===== src/rtl/seg_display_pkg.sv =====
// Shared definitions for the multiplexed seven-segment driver: segment table,
// blank pattern and the page-select width helper.
package seg_display_pkg;

  typedef logic [3:0] nibble_t;

  // Active-low segments, bit order g..a.
  localparam logic [6:0] SEG_TABLE [16] = '{
    7'b1000000, 7'b1111001, 7'b0100100, 7'b0110000,
    7'b0011001, 7'b0010010, 7'b0000010, 7'b1111000,
    7'b0000000, 7'b0010000, 7'b0001000, 7'b0000011,
    7'b1000110, 7'b0100001, 7'b0000110, 7'b0001110
  };

  localparam logic [6:0] SEG_BLANK = 7'h7F;

  function automatic int page_width(input int num_pages);
    return (num_pages > 1) ? $clog2(num_pages) : 1;
  endfunction

endpackage


===== src/rtl/seg_hex_decode.sv =====
// Combinational hex nibble to active-low seven-segment pattern lookup.
module seg_hex_decode
  import seg_display_pkg::*;
(
  input  nibble_t    i_nibble,
  output logic [6:0] o_seg
);

  assign o_seg = SEG_TABLE[i_nibble];

endmodule


===== src/rtl/seg_display_mux.sv =====
// Time-multiplexed, page-selectable hex display driver with tear-free frame loads.
// Optional leading-zero blanking is enabled by defining LEADING_ZERO_BLANK_EN.
module seg_display_mux
  import seg_display_pkg::*;
#(
  parameter int NUM_DIGITS     = 4,
  parameter int DIGIT_CYCLES   = 262144,
  parameter int NUM_PAGES      = 2,
  parameter int SEG_ACTIVE_LOW = 1
) (
  input  logic                                 clk,
  input  logic                                 reset,
  input  logic                                 display_sel,
  input  logic [page_width(NUM_PAGES)-1:0]     page_sel,
  input  logic [4*NUM_DIGITS*NUM_PAGES-1:0]    displayed_number,
  input  logic [NUM_DIGITS-1:0]                dp_mask,
  output logic [NUM_DIGITS-1:0]                Anode_Activate,
  output logic [6:0]                           LED_out,
  output logic                                 dp_out,
  output logic                                 frame_done
);

  localparam int   PW    = page_width(NUM_PAGES);
  localparam int   PGW   = 4 * NUM_DIGITS;
  localparam int   PCW   = (DIGIT_CYCLES > 1) ? $clog2(DIGIT_CYCLES) : 1;
  localparam int   KW    = (NUM_DIGITS > 1) ? $clog2(NUM_DIGITS) : 1;
  localparam logic ACT_LO = 1'(SEG_ACTIVE_LOW != 0);

  logic [PCW-1:0]        r_presc;
  logic [KW-1:0]         r_k;
  logic                  r_load_pending;
  logic [PGW-1:0]        r_shadow;
  logic [NUM_DIGITS-1:0] r_dp_shadow;

  logic                  w_tc;
  logic                  w_boundary;
  logic [PGW-1:0]        w_page_word;
  logic [KW-1:0]         w_digit_pos;
  nibble_t               w_nibble;
  logic [6:0]            w_seg;
  logic                  w_blank_now;
  logic [NUM_DIGITS-1:0] w_an_low;
  logic [6:0]            w_seg_low;
  logic                  w_dp_low;

  assign w_tc       = (r_presc == PCW'(DIGIT_CYCLES - 1));
  assign w_boundary = w_tc && (r_k == KW'(NUM_DIGITS - 1));

  // Page mux; out-of-range page selects fall back to page 0.
  always_comb begin
    w_page_word = displayed_number[PGW-1:0];
    for (int p = 1; p < NUM_PAGES; p++) begin
      w_page_word = (page_sel == PW'(p)) ? displayed_number[p*PGW +: PGW] : w_page_word;
    end
  end

  // Prescaler and digit index.
  always_ff @(posedge clk or negedge reset) begin
    if (!reset) begin
      r_presc <= '0;
      r_k     <= '0;
    end else if (w_tc) begin
      r_presc <= '0;
      r_k     <= (r_k == KW'(NUM_DIGITS - 1)) ? '0 : r_k + 1'b1;
    end else begin
      r_presc <= r_presc + 1'b1;
    end
  end

  // Load requests are remembered and only take effect on a frame boundary.
  always_ff @(posedge clk or negedge reset) begin
    if (!reset) begin
      r_load_pending <= 1'b0;
      r_shadow       <= '0;
      r_dp_shadow    <= '0;
    end else if (w_boundary && (r_load_pending || display_sel)) begin
      r_load_pending <= 1'b0;
      r_shadow       <= w_page_word;
      r_dp_shadow    <= dp_mask;
    end else if (display_sel) begin
      r_load_pending <= 1'b1;
    end
  end

`ifdef LEADING_ZERO_BLANK_EN
  logic [NUM_DIGITS-1:0] r_blank;
  logic [NUM_DIGITS-1:0] w_blank_nxt;
  logic                  w_zero_run;

  // A nibble is blanked while every more significant nibble is zero too.
  always_comb begin
    w_zero_run  = 1'b1;
    w_blank_nxt = '0;
    for (int j = NUM_DIGITS - 1; j >= 0; j--) begin
      w_zero_run     = w_zero_run & (w_page_word[4*j +: 4] == 4'h0);
      w_blank_nxt[j] = w_zero_run & (j != 0);
    end
  end

  // Blank mask follows the shadow word.
  always_ff @(posedge clk or negedge reset) begin
    if (!reset) begin
      r_blank <= '0;
    end else if (w_boundary && (r_load_pending || display_sel)) begin
      r_blank <= w_blank_nxt;
    end
  end

  assign w_blank_now = r_blank[w_digit_pos];
`else
  assign w_blank_now = 1'b0;
`endif

  // Digit k sits at nibble NUM_DIGITS-1-k, so k=0 is the leftmost digit.
  assign w_digit_pos = KW'(NUM_DIGITS - 1) - r_k;
  assign w_nibble    = r_shadow[{w_digit_pos, 2'b00} +: 4];

  seg_hex_decode u_hex_decode (
    .i_nibble (w_nibble),
    .o_seg    (w_seg)
  );

  assign w_an_low  = w_blank_now ? '1 : ~(NUM_DIGITS'(1) << w_digit_pos);
  assign w_seg_low = w_blank_now ? SEG_BLANK : w_seg;
  assign w_dp_low  = w_blank_now ? 1'b1 : ~r_dp_shadow[w_digit_pos];

  // Output stage; the XOR flips the active-low patterns for active-high panels.
  always_ff @(posedge clk or negedge reset) begin
    if (!reset) begin
      Anode_Activate <= {NUM_DIGITS{ACT_LO}};
      LED_out        <= {7{ACT_LO}};
      dp_out         <= ACT_LO;
      frame_done     <= 1'b0;
    end else begin
      Anode_Activate <= w_an_low ^ {NUM_DIGITS{~ACT_LO}};
      LED_out        <= w_seg_low ^ {7{~ACT_LO}};
      dp_out         <= w_dp_low ^ ~ACT_LO;
      frame_done     <= w_boundary;
    end
  end

endmodule


===== config.mk =====
export PLATFORM = sky130hd
export DESIGN_NAME = seg_display_mux
export DESIGN_NICKNAME = d
export VERILOG_FILES = /design/src/rtl/seg_display_pkg.sv /design/src/rtl/seg_hex_decode.sv /design/src/rtl/seg_display_mux.sv
export SDC_FILE = /design/constraint.sdc
export NUM_CORES = 1
export LEC_CHECK = 0
export CORE_MARGIN = 3
export CORE_UTILIZATION = 40
export CTS_BUF_LIST = sky130_fd_sc_hd__clkbuf_2
export DETAILED_ROUTE_END_ITERATION = 10
export GPL_TIMING_DRIVEN = 0
export PLACE_DENSITY = 0.75
export SYNTH_ARGS = -nofsm -noshare
export SYNTH_HDL_FRONTEND = slang
export SYNTH_SLANG_ARGS = --single-unit

===== constraint.sdc =====
create_clock -name clk -period 1.85 [get_ports clk]
set_clock_uncertainty 0.2 [all_clocks]
set_input_delay 0.185 -clock clk [delete_from_list [all_inputs] [get_ports clk]]
set_output_delay 0.185 -clock clk [all_outputs]
set_load 0.01 [all_outputs]

# After elaboration in Yosys (flattened, before gate mapping)
# Memory sizes are Yosys's and may differ from the RTL's. A register that Yosys moved wholly into a read port is not among the register bits.
# Cells that the tools add are included.
# Widths: inputs -> output; s select.
[word_totals]
reg_bits = 47
rom_bits = 112
memories = 1
word_cells = 32
[memory_table]
columns = ["memory", "words", "word_bits", "rd", "rd_ports_with_merged_regs", "wr", "line_no", "source"]
rows = [
  ["(name not given)", 16, 7, 1, 1, 0, "seg_hex_decode.sv:9", "assign o_seg = SEG_TABLE[i_nibble];"],
]
[op_classes]
shift = 2
n_lt_le_gt_ge = 1
bitwise_logic = 3
muxes = 7
n_reduce_logical = 5
add_sub_neg = 3
eq_ne = 2
[ops]
columns = ["cell", "n"]
rows = [
  ["$add 18x1->18 const B", 1],
  ["$eq 18x18->1 const B", 1],
  ["$mux 18", 1],
  ["$mux 16", 1],
  ["$shiftx 16x5->4", 1],
  ["$not 4->5", 1],
  ["$not 4->4", 1],
  ["$shl 1x2->4 const A", 1],
  ["$lt 2x3->1 const B", 1],
  ["$mux 1", 3],
  ["$add 2x1->2 const B", 1],
  ["$bmux 1 s2", 1],
  ["$eq 2x2->1 const B", 1],
  ["$logic_and 1x1->1", 2],
  ["$mux 2", 1],
  ["$reduce_bool 2->1", 1],
  ["$sub 2x2->2 const A", 1],
  ["$logic_not 1->1", 1],
  ["$logic_or 1x1->1", 1],
  ["$not 1->1", 1],
]

# Depth between registers and ports, before layout
# Gate-level depths: netlist of run 1.
[logic_depth]
ltp_word = 4
depth_mapped = 7
mapped_depth_nobuf = 6

# Hierarchy
# Synthesis of run 1 repeated with hierarchy kept, for this count alone.
[hier_totals]
cells_unflattened = 214
hier_area_um2 = 2775.2
[modules_own_cells]
columns = ["mod", "area_each_um2", "seq_area_each_um2", "n_inst", "cells_each"]
rows = [
  ["seg_display_mux", 2499.9, 1366.3, 1, 182],
  ["seg_hex_decode", 275.3, 0.0, 1, 32],
]

# Worst setup path after synthesis of run 1
# No wires, ideal clock.
[synth_timing]
path_kind = "flip-flop to flip-flop"
startpoint = "register r_k[0]"
endpoint = "register LED_out[0]"
t_arrival_ns = 1.736
synth_period_minus_slack_ns = 2.027
stages_incl_launch_ff = 7
path_slack_ns = -0.177
cell_sequence = "dfrtp_1 > buf_6 > mux4_1 > inv_1 > ha_1 > inv_1 > o31ai_1"
[synth_between]
elab_chain_cells = 3
[synth_lines]
columns = ["element", "line_no", "source"]
rows = [
  ["start, declared", "seg_display_mux.sv:30", "logic [KW-1:0] r_k;"],
  ["start signal, assigned", "seg_display_mux.sv:64", "r_k <= (r_k == KW'(NUM_DIGITS - 1)) ? '0 : r_k + 1'b1;"],
  ["$sub 2x2->2", "seg_display_mux.sv:115", "assign w_digit_pos = KW'(NUM_DIGITS - 1) - r_k;"],
  ["$shiftx 16x5->4", "seg_display_mux.sv:116", "assign w_nibble = r_shadow[{w_digit_pos, 2'b00} +: 4];"],
  ["$not 4->5 (implied by the code)", "seg_hex_decode.sv:9", ""],
  ["end, declared", "seg_display_mux.sv:18", "output logic [6:0] LED_out,"],
]
# Every way passes these cells.
# A chain may end at the register's enable or synchronous reset.

# Final worst setup path of run 1
[layout_timing]
startpoint = "register r_k[0]"
endpoint = "register LED_out[1]"
# Same word-level chain as after synthesis.

==> qor.yml, run 1 <==
fmax_mhz: 496
combinational_family_with_the_most_area_after_synthesis: "multiplexers"
cp_data_arrival_time_ns: 2.24
slew_worst_pin_ns: 0.672
hold_viol_final: 0
synth_cell_type_count: 39
final_min_period_over_clock_period_pct: 109
finish.net_count: 344
fin_area_um2: 3770
io_buffers: 51
post_synthesis_share_of_cell_area_spent_on_full_adders_half_adders_and_majority_gates_pct: 4.97
dieArea_um2: 7960
synth_compound_area_share_pct: 4.56
die_w_um: 89.2
ys.warnings.count: 0
timing.max_cap.violations: 0
async_reset_ff_share_pct: 100
crit_type: "register to register"
cts_made_buffers: 5
finish.cell_count_without_fillers: 371
synth.net_count: 262
clock-sinks: 54
post_drt_via_cell_ratio: 5.08
dpl_cell_area_um2: 3440
clock_insertion_delay_worst_skew_ns: 0.45
synthesis.area_per_instance_um2: 13.1
yosysTopAreaCellShare_pct: 37.9
wl_per_cell_um: 15.0
synth-edff-count: 0
hold_path_class: "input port to asynchronous set/reset pin"
worst-endpoint-required_ns: 2.08
clockRootBuffer: "sky130_fd_sc_hd__clkbuf_2"
rsz_0062_raised_after_global_routing: "yes"
first_global_vias: 1887
drc: 0
drive_above_1_share_pct: 37.8
n_antenna_cell: 0
crit_path_end_kind: "register"
postLayoutSetupSlackWorst_ns: -0.166
ant_nets: 0
synth_xor_xnor_area_share_pct: 4.42
share_of_the_yosys_chip_area_belonging_to_registers_pct: 49.3
dpl.hpwl_mm: 3.82
vdd_ir_drop_max_mv: 0.263
ys_flop_type: "sky130_fd_sc_hd__dfrtp_1"
multiplexer_area_fraction_after_synthesis_pct: 22.6
critical_path.max_fanout: 5
global_route_wire_length_before_repair_mm: 9.08
place_inst: 340
chipHeight_um: 89.2
clk_path_buf_depth: 2
cellLeakagePower_nw: 1.72
detail_route.iter0.violations: 80
gp_routability_congestion: 0.785
post-synth-top-area-cell: "sky130_fd_sc_hd__dfrtp_1"
row_count: 29
ctsHtreeMaxLevel: 2
detail_route.wirelength_mm: 5.57
reg2reg_slack_ns: -0.17
clock_tree_from_tritoncts: "yes"
power_density_nw_per_um2: 515
floorplan.initialDensity_pct: 42.4
n_fill_cell: 542
relative_slew_slack_pct: 55.1
multi_input_comb_area_um2: 1410
finalSetupViolCount: 27
netlist_area_um2: 2770
area_delta_synth_final_pct: 36.2
worst_hold_slack_ns: 0.0129
clkTransAtPathRegs_ns: 0.28
ioPinCount: 53
core_area_um2: 6530
dr_total_vias: 1883
outcome: "complete, but fails checks"
synthTopCellsByArea: "sky130_fd_sc_hd__dfrtp_1, sky130_fd_sc_hd__dfstp_2, sky130_fd_sc_hd__mux2_4"
number_of_synthesized_register_bits: 54
place_worst_setup_slack_ns: -0.215
grt_max_degree: 40
synth_simple_gate_area_share_pct: 10.4
antenna_violations_before_repair: 0
detail_route.first_pass.iterations: 6
layout_min_cycle_time_ns: 2.02
failed_checks: "setup timing"
slew_violations: 0
seq_area_um2: 1370
grt_use_total_pct: 14.8
synthCells: 211
nature_of_the_critical_path_startpoint: "register"
globalRouteOverflowTotal: 0
Yosys cell counts, types with 2 or more instances:
cell type                  instances
sky130_fd_sc_hd__dfrtp_1          42
sky130_fd_sc_hd__mux2_4           21
sky130_fd_sc_hd__mux2_2           17
sky130_fd_sc_hd__dfstp_2          12
sky130_fd_sc_hd__inv_1            12
sky130_fd_sc_hd__nor2_1           12
sky130_fd_sc_hd__ha_1             11
sky130_fd_sc_hd__xnor2_1          11
sky130_fd_sc_hd__nand2_1           9
sky130_fd_sc_hd__nand3_1           7
sky130_fd_sc_hd__nand4_1           5
sky130_fd_sc_hd__buf_6             4
sky130_fd_sc_hd__o21a_1            4
sky130_fd_sc_hd__a21oi_1           3
sky130_fd_sc_hd__and3_1            3
sky130_fd_sc_hd__mux4_2            3
sky130_fd_sc_hd__nor2b_1           3
sky130_fd_sc_hd__o21ai_0           3
sky130_fd_sc_hd__xor2_1            3
sky130_fd_sc_hd__and2_1            2
sky130_fd_sc_hd__clkbuf_1          2
sky130_fd_sc_hd__mux4_1            2
sky130_fd_sc_hd__nor3_1            2
sky130_fd_sc_hd__nor4_1            2
sky130_fd_sc_hd__o21ai_1           2
worst max-delay path, cell delays in order (launching register included):
cell	delay [ns]
sky130_fd_sc_hd__dfrtp_1	0.44
sky130_fd_sc_hd__buf_6	0.15
sky130_fd_sc_hd__mux4_2	0.62
sky130_fd_sc_hd__buf_6	0.17
sky130_fd_sc_hd__mux2_4	0.24
sky130_fd_sc_hd__a22o_1	0.18
placed cells by master (no fill, tap or decap), types with 3 or more instances in the layout:
cell type,instances
sky130_fd_sc_hd__buf_4,17
sky130_fd_sc_hd__buf_6,7
sky130_fd_sc_hd__clkbuf_2,5
sky130_fd_sc_hd__clkdlybuf4s50_1,38
sky130_fd_sc_hd__dfrtp_1,40
sky130_fd_sc_hd__dfstp_2,12
sky130_fd_sc_hd__dlygate4sd2_1,12
sky130_fd_sc_hd__dlygate4sd3_1,3
sky130_fd_sc_hd__ha_1,6
sky130_fd_sc_hd__ha_4,3
sky130_fd_sc_hd__inv_1,10
sky130_fd_sc_hd__mux2_2,16
sky130_fd_sc_hd__mux2_4,22
sky130_fd_sc_hd__mux4_2,4
sky130_fd_sc_hd__nand2_1,8
sky130_fd_sc_hd__nand3_1,6
sky130_fd_sc_hd__nand4_1,5
sky130_fd_sc_hd__nor2_1,11
sky130_fd_sc_hd__nor2b_1,3
sky130_fd_sc_hd__o21a_1,4
sky130_fd_sc_hd__o21ai_0,3
sky130_fd_sc_hd__xnor2_1,11
sky130_fd_sc_hd__xor2_1,3
per-stage QoR:
step	total power, mW	utilization (%)	setup TNS [ns]
finish	1.94	57.8	-1.81
global route	2.01	57.8	-3.93
CTS	1.96	57.8	-2.95
detailed placement	1.35	52.6	-5.70
global placement	1.35	52.4	-60.88
floorplan	1.24	-	-0.115
layer usage:
layer	vias up	GRT usage, %	wire length, um
met2	46	25.0	2810
met3	5	3.23	218
met1	932	19.3	2480
met4	0	4.06	59
li1	900	-	-
met5	-	0	0
layout make-up:
| class | instances | area share (%) |
|---|---|---|
| timing repair buffer | 77 | 19.6 |
| tap | 77 | 2.55 |
| clock inverter | 3 | 1.19 |
| sequential | 54 | 36.3 |
| inverter | 12 | 1.33 |
| buffer | 5 | 1.09 |
| multi-input combinational | 138 | 37.3 |
| clock buffer | 5 | 0.663 |
flip-flops by register name, summed over array words and instances, names as in the netlist:
register        cells
Anode_Activate      4
LED_out             7
dp_out              1
frame_done          1
r_dp_shadow         4
r_k                 2
r_load_pending      1
r_presc            18
r_shadow           16
where the power goes:
part | total, mW | switching, mW | leakage [nW] | internal (mW)
clock network | 0.604 | 0.378 | 0.0352 | 0.226
logic | 0.153 | 0.0495 | 0.994 | 0.103
registers | 1.19 | 0.0000000000000000160 | 0.689 | 1.19
final timing paths:
check | to | startpoint | cells after the start
hold reg to reg | r_presc[12]$_DFF_PN0_ | r_presc[12]$_DFF_PN0_ | 1
setup reg to reg | LED_out[1]$_DFF_PN1_ | r_k[0]$_DFFE_PN0N_ | 5
max in group asynchronous | r_presc[10]$_DFF_PN0_ | reset | 3
min in group clk | r_shadow[3]$_DFFE_PN0P_ | page_sel | 3
setup / recovery | LED_out[1]$_DFF_PN1_ | r_k[0]$_DFFE_PN0N_ | 5
hold / removal | r_shadow[8]$_DFFE_PN0P_ | reset | 3
cell families (layout without fill, tap and decap cells):
logic type	Yosys count	count (layout)
simple gates	51	51
xor+xnor	14	14
compound gates	19	19
buf+inv	19	102
fa+ha+maj	11	11
flops	54	54
mux	43	43
timing repair:
| item | 4_1_cts | 5_1_grt |
|---|---|---|
| pin swaps | 2 | 1 |
| setup buffers | 17 | 4 |
| gates cloned | 2 | 0 |
| hold endpoints to repair | 43 | 1 |
| resized for setup | 27 | 14 |
| endpoints found under the setup margin | 50 | 39 |
| hold buffers | 2 | 1 |
No activity file was read; power rests on OpenSTA's default activity.
==> inputs of run 2 (changes only) <==
Settings changed: PLACE_DENSITY 0.75 to 0.72.
Clock period 1.85 ns to 1.9 ns, I/O delays scaled along.
==> qor.yml, run 2 (synthesis gave the netlist of run 1 again) <==
n_antenna_cell: 0  # unchanged
area_delta_synth_final_pct: 36.2  # unchanged
commonest_non_fill_non_tap_cell_in_the_layout: "sky130_fd_sc_hd__dfrtp_1"  # unchanged
postLayoutSetupSlackWorst_ns: -0.111  # was -0.166 ns
failed_checks: "setup timing"  # unchanged
hold_path_class: "input port to register"  # was input port to asynchronous set/reset pin
vdd_ir_drop_max_mv: 0.265  # was 0.263 mV
chipHeight_um: 89.2  # unchanged
io_buffers: 51  # unchanged
antenna_violations_before_repair: 0  # unchanged
drc: 0  # unchanged
dr_total_vias: 1878  # was 1883
crit_type: "register to register"  # unchanged
timing.max_cap.violations: 0  # unchanged
dpl_cell_area_um2: 3390  # was 3440 um^2
comb_power_share_pct: 8.4  # was 7.9%
detail_route.wirelength_mm: 5.50  # was 5.57 mm
power_density_nw_per_um2: 461  # was 515 nW/um^2
clock_power_share_pct: 25.3  # was 31.1%
finish.net_count: 341  # was 344
detail_route.first_pass.iterations: 4  # was 6
slew_violations: 0  # unchanged
outcome: "complete, but fails checks"  # unchanged
hold_viol_final: 0  # unchanged
sw_frac_of_total_pct: 22.7  # was 22.0%
row_count: 29  # unchanged
wl_per_cell_um: 15.0  # about the same
crit_path_start: "r_k[0]$_DFFE_PN0N_"  # unchanged
floorplan.initialDensity_pct: 42.4  # unchanged
worst-endpoint-required_ns: 2.09  # was 2.08 ns
timing.rr.end: "LED_out[1]$_DFF_PN1_"  # unchanged
globalRouteOverflowTotal: 0  # unchanged
grt_use_total_pct: 14.0  # was 14.8%
rsz_0062_raised_after_global_routing: "yes"  # unchanged
clock_tree_from_tritoncts: "yes"  # unchanged
layout_min_cycle_time_ns: 2.01  # was 2.02 ns
cp_data_arrival_time_ns: 2.20  # was 2.24 ns
first_global_vias: 1824  # was 1887
cp-endpoint: "LED_out[1]$_DFF_PN1_"  # unchanged
reg2reg_slack_ns: -0.11  # was -0.17 ns
regMostFlops: "r_presc"  # unchanged
finalSetupViolCount: 26  # was 27
detail_route.iter0.violations: 86  # was 80
cellLeakagePower_nw: 1.73  # was 1.72 nW
final_core_util_pct: 57.8  # unchanged
place_inst: 340  # unchanged
clock-sinks: 54  # unchanged
ctsHtreeMaxLevel: 2  # unchanged
drive_above_1_share_pct: 37.8  # about the same
rr_startpoint: "r_k[0]$_DFFE_PN0N_"  # unchanged
dpl.hpwl_mm: 3.68  # was 3.82 mm
mostFrequentLayoutCells: "sky130_fd_sc_hd__dfrtp_1, sky130_fd_sc_hd__clkdlybuf4s50_1, sky130_fd_sc_hd__mux2_4"  # unchanged
clkTransAtPathRegs_ns: 0.26  # was 0.28 ns
p_int_mw: 1.34  # was 1.51 mW
n_fill_cell: 551  # was 542
place_worst_setup_slack_ns: -0.221  # was -0.215 ns
global_route_wire_length_before_repair_mm: 8.63  # was 9.08 mm
nature_of_the_critical_path_startpoint: "register"  # unchanged
largest_register_ff_count: 18  # unchanged
ioPinCount: 53  # unchanged
slew_worst_pin_ns: 0.590  # was 0.672 ns
fin_area_um2: 3770  # unchanged
clock_insertion_delay_worst_skew_ns: 0.42  # was 0.45 ns
grt_max_degree: 36  # was 40
holdCritStartpoint: "dp_mask[2]"
fmax_mhz: 497  # was 496 MHz
gp_routability_congestion: 0.806  # was 0.785
critical_path.max_fanout: 6  # was 5
core_area_um2: 6530  # unchanged
post_drt_via_cell_ratio: 5.10  # was 5.08
finish.cell_count_without_fillers: 368  # was 371
crit_path_end_kind: "register"  # unchanged
final_min_period_over_clock_period_pct: 106  # was 109%
cts_made_buffers: 5  # unchanged
ant_nets: 0  # unchanged
dieArea_um2: 7960  # unchanged
clockRootBuffer: "sky130_fd_sc_hd__clkbuf_2"  # unchanged
switchingPower_mw: 0.395  # was 0.427 mW
clk_path_buf_depth: 2  # unchanged
r2r.worst_path.cells: 5  # unchanged
reg.largest.list: "r_presc x18, r_shadow x16, LED_out x7"  # unchanged
seq_power_share_pct: 66.4  # was 61.0%
die_w_um: 89.2  # unchanged
relative_slew_slack_pct: 60.7  # was 55.1%
==> run 2: changes by cell type in the layout (fill, tap and decap cells not counted), moves of 2 or more <==
cell and change:
sky130_fd_sc_hd__clkinvlp_4 -2, sky130_fd_sc_hd__buf_12 +2, sky130_fd_sc_hd__buf_4 -4, sky130_fd_sc_hd__dfrtp_1 +2
sky130_fd_sc_hd__dfrtp_2 -2, sky130_fd_sc_hd__ha_1 -2, sky130_fd_sc_hd__ha_4 +2, sky130_fd_sc_hd__o21ai_1 +2
sky130_fd_sc_hd__o21ai_0 -2
==> run 2: power by group through the flow <==
stage	sequential, mW	clock (mW)	combinational, mW
6_report	1.15	0.439	0.146
3_3_place_gp	1.17	0	0.140
5_1_grt	1.16	0.505	0.159
2_1_floorplan	1.17	0	0.0358
4_1_cts	1.15	0.450	0.149
3_5_place_dp	1.17	0	0.145
==> run 2: stage by stage <==
step                setup TNS [ns]  total power, mW  hold WS, ns
detailed placement           -4.73             1.32      -0.0333
finish                       -2.16             1.74        0.162
floorplan                 -0.00853             1.21       -0.306
CTS                          -1.15             1.75        0.133
global placement            -58.67             1.31        0.259
global route                 -3.38             1.82       0.0980
==> run 2: layout make-up <==
type / instances / area [um^2] / area share [%]
multi-input cells: 138 / 1450 / 38.3
flip-flops and latches: 54 / 1370 / 36.2
repair buffers: 72 / 698 / 18.5
well taps: 77 / 96.3 / 2.55
plain buffers: 7 / 77.6 / 2.06
inverters: 12 / 50.0 / 1.33
clock buffers: 6 / 30.0 / 0.796
clock inverters: 2 / 8.76 / 0.232
==> run 2: layer usage <==
layer | up-vias | wire length, um | GRT usage [%] | part of all wire [%]
met3 | 4 | 164 | 2.67 | 3.0
met1 | 946 | 2450 | 18.2 | 45
li1 | 897 | - | - | -
met4 | 0 | 55 | 4.19 | 1.0
met5 | - | 0 | 0 | 0
met2 | 31 | 2830 | 23.6 | 51
==> run 2: how the worst min path moves through the flow <==
stage                                       endpoint  cells past startpoint
after floorplan                 frame_done$_DFF_PN0_                      0
after global placement          r_presc[8]$_DFF_PN0_                      1
after detailed placement        frame_done$_DFF_PN0_                      1
after CTS                 r_dp_shadow[2]$_DFFE_PN0P_                      2
after global routing      r_dp_shadow[2]$_DFFE_PN0P_                      2
final                     r_dp_shadow[2]$_DFFE_PN0P_                      2
==> run 2: worst max-delay path, stage by stage (launching register included) <==
cell                      delay, ns
sky130_fd_sc_hd__dfrtp_1       0.44
sky130_fd_sc_hd__buf_6         0.15
sky130_fd_sc_hd__mux4_2        0.59
sky130_fd_sc_hd__buf_6         0.16
sky130_fd_sc_hd__mux2_2        0.26
sky130_fd_sc_hd__a22o_1        0.18
==> run 2: timing repair <==
item,CTS,global route
pin swaps,7,5
endpoints found under the setup margin,49,35
gates cloned,0,1
hold buffers,2,0
hold endpoints to repair,51,0
gates resized for setup,37,14
setup buffers,12,5
